### config.mk
export PLATFORM = sky130hd
export DESIGN_NAME = sccb_config_sequencer
export DESIGN_NICKNAME = d
export VERILOG_FILES = /design/src/rtl/sccb_seq_pkg.sv /design/src/rtl/seq_delay_timer.sv /design/src/rtl/sccb_config_sequencer.sv
export SDC_FILE = /design/constraint.sdc
export NUM_CORES = 1
export LEC_CHECK = 0
export BUFFER_PORTS_ARGS = -buffer_cell sky130_fd_sc_hd__buf_2
export CORE_AREA = 2 2 130 132
export DETAILED_ROUTE_END_ITERATION = 10
export DIE_AREA = 0 0 132 134
export GPL_ROUTABILITY_DRIVEN = 0
export MAX_ROUTING_LAYER = met4
export PLACE_DENSITY = 0.68
export SKIP_LAST_GASP = 1
export SYNTH_ARGS = -nofsm -noshare
export SYNTH_HDL_FRONTEND = slang
export SYNTH_HIERARCHICAL = 1
export SYNTH_SLANG_ARGS = --single-unit
### constraint.sdc
create_clock -name clk -period 13.3 [get_ports clk]
set_input_delay 0 -clock clk [delete_from_list [all_inputs] [get_ports clk]]
set_output_delay 0 -clock clk [all_outputs]
set_load 0.02 [all_outputs]
### src/rtl/sccb_seq_pkg.sv
`default_nettype none
// ============================================================================
// Module      : sccb_seq_pkg
// Description : Shared types and constants for the SCCB configuration
//               sequencer: FSM state encoding and ROM word tags.
// Revision    : 1.0 - initial release
// ============================================================================
package sccb_seq_pkg;

  typedef enum logic [2:0] {
    ST_IDLE     = 3'd0,
    ST_FETCH    = 3'd1,
    ST_DECODE   = 3'd2,
    ST_ISSUE    = 3'd3,
    ST_WAIT_ACK = 3'd4,
    ST_DELAY    = 3'd5,
    ST_DONE     = 3'd6,
    ST_ERROR    = 3'd7
  } seq_state_t;

  localparam logic [15:0] SEQ_END_WORD  = 16'hFFFF;
  localparam logic [7:0]  SEQ_DELAY_TAG = 8'hFF;

  // A delay entry carries the tag in the upper byte and is not the end marker.
  function automatic logic is_delay_word(input logic [15:0] word);
    return (word[15:8] == SEQ_DELAY_TAG) && (word != SEQ_END_WORD);
  endfunction

endpackage
`default_nettype wire

### src/rtl/seq_delay_timer.sv
`default_nettype none
// ============================================================================
// Module      : seq_delay_timer
// Description : Loadable down-counter used for inter-entry delays. Counts down
//               by one per enabled cycle and rests at zero.
// Revision    : 1.0 - initial release
// ============================================================================
module seq_delay_timer #(
  parameter int CNT_W = 23
) (
  input  logic             clk,
  input  logic             reset_n,
  input  logic             load,
  input  logic [CNT_W-1:0] load_val,
  input  logic             en,
  output logic             zero
);

  logic [CNT_W-1:0] count;

  // Load takes priority; otherwise count down while enabled, saturating at 0.
  always_ff @(posedge clk or negedge reset_n) begin
    if (!reset_n) begin
      count <= '0;
    end else if (load) begin
      count <= load_val;
    end else if (en && (count != '0)) begin
      count <= count - 1'b1;
    end
  end

  assign zero = (count == '0);

endmodule
`default_nettype wire

### src/rtl/sccb_config_sequencer.sv
`default_nettype none
// ============================================================================
// Module      : sccb_config_sequencer
// Description : Walks a settings ROM table and issues register writes to an
//               SCCB master, honouring delay entries and an end marker.
//               Optional macro SCCB_RETRY_EN: retry NACKed writes up to
//               MAX_RETRY times before flagging an error.
// Revision    : 1.0 - initial release
// ============================================================================
module sccb_config_sequencer
  import sccb_seq_pkg::*;
#(
  parameter int IDX_W      = 8,
  parameter int NUM_TABLES = 2,
  parameter int DELAY_UNIT = 27000,
  parameter int MAX_RETRY  = 3,
  localparam int SEL_W     = (NUM_TABLES > 1) ? $clog2(NUM_TABLES) : 1
) (
  input  logic             clk,
  input  logic             reset_n,
  input  logic             start_i,
  input  logic [SEL_W-1:0] table_sel_i,
  output logic [SEL_W-1:0] rom_sel_o,
  output logic [IDX_W-1:0] rom_addr_o,
  input  logic [15:0]      rom_data_i,
  output logic             wr_valid_o,
  input  logic             wr_ready_i,
  output logic [7:0]       wr_reg_o,
  output logic [7:0]       wr_data_o,
  input  logic             wr_done_i,
  input  logic             wr_nack_i,
  output logic             busy_o,
  output logic             done_o,
  output logic             error_o,
  output logic [IDX_W-1:0] err_idx_o
);

  // Counter must hold 255 * DELAY_UNIT.
  localparam int               CNT_W    = $clog2(255 * DELAY_UNIT + 1);
  localparam logic [CNT_W-1:0] UNIT_C   = CNT_W'(DELAY_UNIT);
  localparam logic [IDX_W-1:0] IDX_LAST = '1;

  seq_state_t       state, next_state;
  logic [IDX_W-1:0] idx;
  logic [SEL_W-1:0] sel;
  logic [15:0]      word;
  logic             accept_start, latch_word, load_payload;
  logic             timer_load, timer_zero, entry_done, set_error;
  logic [CNT_W-1:0] delay_load;

`ifdef SCCB_RETRY_EN
  localparam int RETRY_W = ($clog2(MAX_RETRY + 1) > 0) ? $clog2(MAX_RETRY + 1) : 1;
  logic [RETRY_W-1:0] retry_cnt;
  logic               retry_inc;
`endif

  // The DELAY state lasts exactly nn*DELAY_UNIT cycles, so load one less.
  assign delay_load = (CNT_W'(word[7:0]) * UNIT_C) - CNT_W'(1);

  // State register.
  always_ff @(posedge clk or negedge reset_n) begin
    if (!reset_n) state <= ST_IDLE;
    else          state <= next_state;
  end

  // Next-state logic and datapath strobes.
  always_comb begin
    next_state   = state;
    accept_start = 1'b0;
    latch_word   = 1'b0;
    load_payload = 1'b0;
    timer_load   = 1'b0;
    entry_done   = 1'b0;
    set_error    = 1'b0;
`ifdef SCCB_RETRY_EN
    retry_inc    = 1'b0;
`endif
    case (state)
      ST_IDLE, ST_DONE, ST_ERROR: begin
        if (start_i) begin
          accept_start = 1'b1;
          next_state   = ST_FETCH;
        end
      end
      ST_FETCH: begin
        latch_word = 1'b1;
        next_state = ST_DECODE;
      end
      ST_DECODE: begin
        if (word == SEQ_END_WORD) begin
          next_state = ST_DONE;
        end else if (is_delay_word(word)) begin
          if (word[7:0] == 8'd0) begin
            entry_done = 1'b1;
          end else begin
            timer_load = 1'b1;
            next_state = ST_DELAY;
          end
        end else begin
          load_payload = 1'b1;
          next_state   = ST_ISSUE;
        end
      end
      ST_ISSUE: begin
        if (wr_ready_i) next_state = ST_WAIT_ACK;
      end
      ST_WAIT_ACK: begin
        if (wr_done_i) begin
          if (!wr_nack_i) begin
            entry_done = 1'b1;
          end else begin
`ifdef SCCB_RETRY_EN
            if (retry_cnt < RETRY_W'(MAX_RETRY)) begin
              retry_inc  = 1'b1;
              next_state = ST_ISSUE;
            end else begin
              set_error  = 1'b1;
              next_state = ST_ERROR;
            end
`else
            set_error  = 1'b1;
            next_state = ST_ERROR;
`endif
          end
        end
      end
      ST_DELAY: begin
        if (timer_zero) entry_done = 1'b1;
      end
      default: next_state = ST_IDLE;
    endcase
    // Finishing the last addressable entry without an end marker is an error;
    // the index never wraps.
    if (entry_done) begin
      if (idx == IDX_LAST) begin
        set_error  = 1'b1;
        next_state = ST_ERROR;
      end else begin
        next_state = ST_FETCH;
      end
    end
  end

  // Entry index, table latch, fetched word, write payload and error index.
  always_ff @(posedge clk or negedge reset_n) begin
    if (!reset_n) begin
      idx       <= '0;
      sel       <= '0;
      word      <= '0;
      wr_reg_o  <= '0;
      wr_data_o <= '0;
      err_idx_o <= '0;
    end else begin
      if (accept_start) begin
        idx       <= '0;
        sel       <= table_sel_i;
        err_idx_o <= '0;
      end
      if (latch_word) word <= rom_data_i;
      if (load_payload) begin
        wr_reg_o  <= word[15:8];
        wr_data_o <= word[7:0];
      end
      if (entry_done && (idx != IDX_LAST)) idx <= idx + 1'b1;
      if (set_error) err_idx_o <= idx;
    end
  end

`ifdef SCCB_RETRY_EN
  // Retries are counted per entry; a fresh write clears the count.
  always_ff @(posedge clk or negedge reset_n) begin
    if (!reset_n)          retry_cnt <= '0;
    else if (load_payload) retry_cnt <= '0;
    else if (retry_inc)    retry_cnt <= retry_cnt + 1'b1;
  end
`endif

  seq_delay_timer #(
    .CNT_W(CNT_W)
  ) u_delay_timer (
    .clk     (clk),
    .reset_n (reset_n),
    .load    (timer_load),
    .load_val(delay_load),
    .en      (state == ST_DELAY),
    .zero    (timer_zero)
  );

  assign rom_sel_o  = sel;
  assign rom_addr_o = idx;
  assign wr_valid_o = (state == ST_ISSUE);
  assign done_o     = (state == ST_DONE);
  assign error_o    = (state == ST_ERROR);
  assign busy_o     = (state != ST_IDLE) && (state != ST_DONE) && (state != ST_ERROR);

endmodule
`default_nettype wire

==> impl_metrics.py <==
metrics = {
    "critical_path": {
        "worstSetupPathType": "reg2reg",
        "timing.reg2reg.setup_slack_ns": 8.05,
        "critical_path.cell_chain": "fa_1, inv_1, fa_1, fa_1, fa_1, inv_1, ha_1, and2_4, a221o_1, o21ai_1, and2_1, o21ai_0, a211oi_1, nand4bb_1, xnor2_1, nand2_1, nand2_1",
        "slowest_delay_ns": 0.57,
        "arrival_ns": 5.46,
        "start_kind": "flop",
        "crit_start": "word[5]",
        "cp-end-kind": "flop",
        "cpMostUsedCell": "fa_1",
        "ff2ff_path_depth": 17,
        "slowest_stage": "fa_1",
        "required_ns": 13.51,
        "rr_endpoint": "u_delay_timer/count[22]",
        "crit_fanout": 9,
        "r2r_start": "word[5]",
        "worstSetupEndpoint": "u_delay_timer/count[22]",
    },
    "logic_synthesis": {
        "syn_inst": 723,
        "async_reset_ff_frac": 1.000,
        "syn_area_per_cell_um2": 8.822,
        "synth_top_cell_by_area": "dfrtp_1",
        "syn_area_um2": 6379,
        "yosysMostFrequentCell": "nand2_1",
        "synth_edf_count": 0,
        "yosys-top-cells-count": "106 x nand2_1, 81 x inv_1, 75 x dfrtp_1",
        "yosysTopAreaCellShare": 0.2942,
        "yosys_most_used_dff": "dfrtp_1",
        "ys_ff_latch": 75,
        "synth_area_leaders": "dfrtp_1 29%, ha_1 12%, fa_1 7.8%",
        "synth_cell_types": 75,
        "ys_warn_count": 6,
        "ys_seq_area_frac": 0.2942,
    },
    "run": {
        "cap_viol_max_count": 0,
    },
    "floorplanning": {
        "start_util": 0.3916,
        "core_um2": 16290,
        "rows": 47,
        "die_y_um": 134,
        "io_pins": 60,
        "die_area_um2": 17690,
        "dieWidth_um": 132,
    },
    "timing": {
        "fin_crit_ns": 5.251,
        "slew_violations": 0,
        "hold_viol": 0,
        "worst_slew_pin_slew_ns": 1.000,
        "totalNegativeSetupSlack_ns": 0,
        "clock.fmax_mhz": 190.4,
        "period_share": 0.3948,
        "finClkSkew_ns": 0.008197,
        "slew_headroom": 0.3246,
        "setup_viol": 0,
        "rsz0062_at_grt": "no",
    },
    "global_routing": {
        "grt-ovfl-total": 0,
        "grt_pass1_vias": 5077,
        "antenna_found_initial": 0,
        "grt_usage": 0.1699,
        "grt_max_degree": 76,
        "grt_pass1_wl_um": 24180,
    },
    "place": {
        "hpwl_um": 11030,
        "dpl_cell_area_um2": 6873,
        "dp_cells": 984,
        "port_buffers": 59,
    },
    "clock_tree": {
        "ctsResizeCount": 0,
        "htree_levels": 3,
        "root_buffer": "clkbuf_16",
        "clk_pin_slew_ns": 0.06,
        "cts_buffer_depth": 2,
        "cts_tree": "done",
        "clkSinkCount": 75,
        "cts_buffers": 9,
        "clock_latency_ns": 0.34,
    },
    "routing": {
        "wire_per_inst_um": 14.00,
        "routed_via_density": 5.177,
        "vias": 5270,
        "drt_iter0_markers": 279,
        "wirelength_um": 14250,
        "drcViolationCount": 0,
        "postRouteAntennaNets": 0,
        "dr.pass1.iters": 4,
    },
    "finish": {
        "nNetsFinal": 900,
        "syn_to_final_growth_pct": 15.46,
        "n_antenna_cell": 0,
        "final_cells": 1018,
        "drive_gt1_frac": 0.1491,
        "final_design_area_no_fill_um2": 7365,
    },
    "run_status": {
        "status": "completed",
    },
    "hold_path": {
        "hp-class": "in2reg",
    },
}
==> critical path, delay by kind of cell, from the launching register on <==
kind / cells / cell delay [ns]
adder cells (fa/ha/maj): 5 / 2.45
XOR/XNOR: 1 / 0.16
AND/OR/NAND/NOR: 5 / 0.79
AO/OA/AOI/OAI: 4 / 1.11
flip-flops: 1 / 0.50
buffers and inverters: 2 / 0.11
==> cells in the final DEF, fill, tap and decap left out, drive strengths merged, types with 9 or more instances in the layout <==
master and count:
a21oi 26, and3 10, buf 61, clkbuf 10, dfrtp 75, dlygate4sd3 18
fa 25, ha 59, inv 83, mux2 12, nand2 106, nand2b 9
nand3 22, nand4 16, nor2 40, nor3 9, o21ai 61, xnor2 24
xor2 16
==> metal layers <==
layer | up-vias | part of all wire | GRT usage
met5 | - | 0 | -
met4 | 0 | 0.016 | 0.04589
met3 | 22 | 0.028 | 0.02872
met2 | 93 | 0.47 | 0.2720
met1 | 2512 | 0.48 | 0.2241
li1 | 2643 | - | -
==> area by class of cell <==
class                      instances  area [um^2]
timing repair buffer              79        493.0
clock inverter                     6        72.57
sequential                        75         1877
fill                            1591         8925
clock buffer                      10        239.0
inverter                          81        304.0
multi-input combinational        547         4104
tap                              220        275.3
==> flip-flops by register name, indices dropped and copies added (netlist names) <==
| register | cells |
|---|---|
| err_idx_o | 8 |
| rom_addr_o | 8 |
| rom_sel_o | 1 |
| state | 3 |
| u_delay_timer/count | 23 |
| word | 16 |
| wr_data_o | 8 |
| wr_reg_o | 8 |
==> how the worst min path moves through the flow <==
| stage | end | depth (start not counted) | startpoint | slack, ns |
|---|---|---|---|---|
| 6_report | rom_addr_o[4] | 4 | wr_nack_i | 0.07 |
| 5_1_grt | rom_addr_o[4] | 4 | wr_nack_i | 0.13 |
| 4_1_cts | rom_addr_o[4] | 4 | wr_nack_i | 0.07 |
| 3_5_place_dp | err_idx_o[0] | 1 | reset_n | 0.21 |
| 3_3_place_gp | err_idx_o[0] | 1 | reset_n | 0.20 |
| 2_1_floorplan | err_idx_o[0] | 0 | reset_n | -0.30 |
==> what timing repair did <==
action | 4_1_cts | 5_1_grt
setup endpoints to repair | 0 | 0
hold buffers | 18 | 0
setup buffers | 0 | 0
endpoints found under the hold margin | 92 | 0
==> stage by stage <==
step / hold slack (ns) / util / worst slack (ns)
after floorplan: -0.2956 / - / 8.469
after CTS: 0.06530 / 0.4521 / 8.058
after detailed placement: 0.2052 / 0.4219 / 8.093
final: 0.07326 / 0.4521 / 8.049
after global routing: 0.1348 / 0.4521 / 7.733
after global placement: 0.2033 / 0.4219 / 8.208
==> cells by family (layout without fill, tap and decap cells) <==
family,Yosys count,in the layout,share of synthesized area
simple gates,260,260,0.2087
fa+ha+maj,84,84,0.1942
compound gates,147,147,0.1583
mux,13,13,0.02275
buf+inv,103,176,0.06512
other cells,1,3,0.0005879
flops,75,75,0.2942
xor+xnor,40,40,0.05610
Power is left out: the tool's default activity adds up to more than one toggle a clock period on the data nets, which glitch-free logic cannot reach.
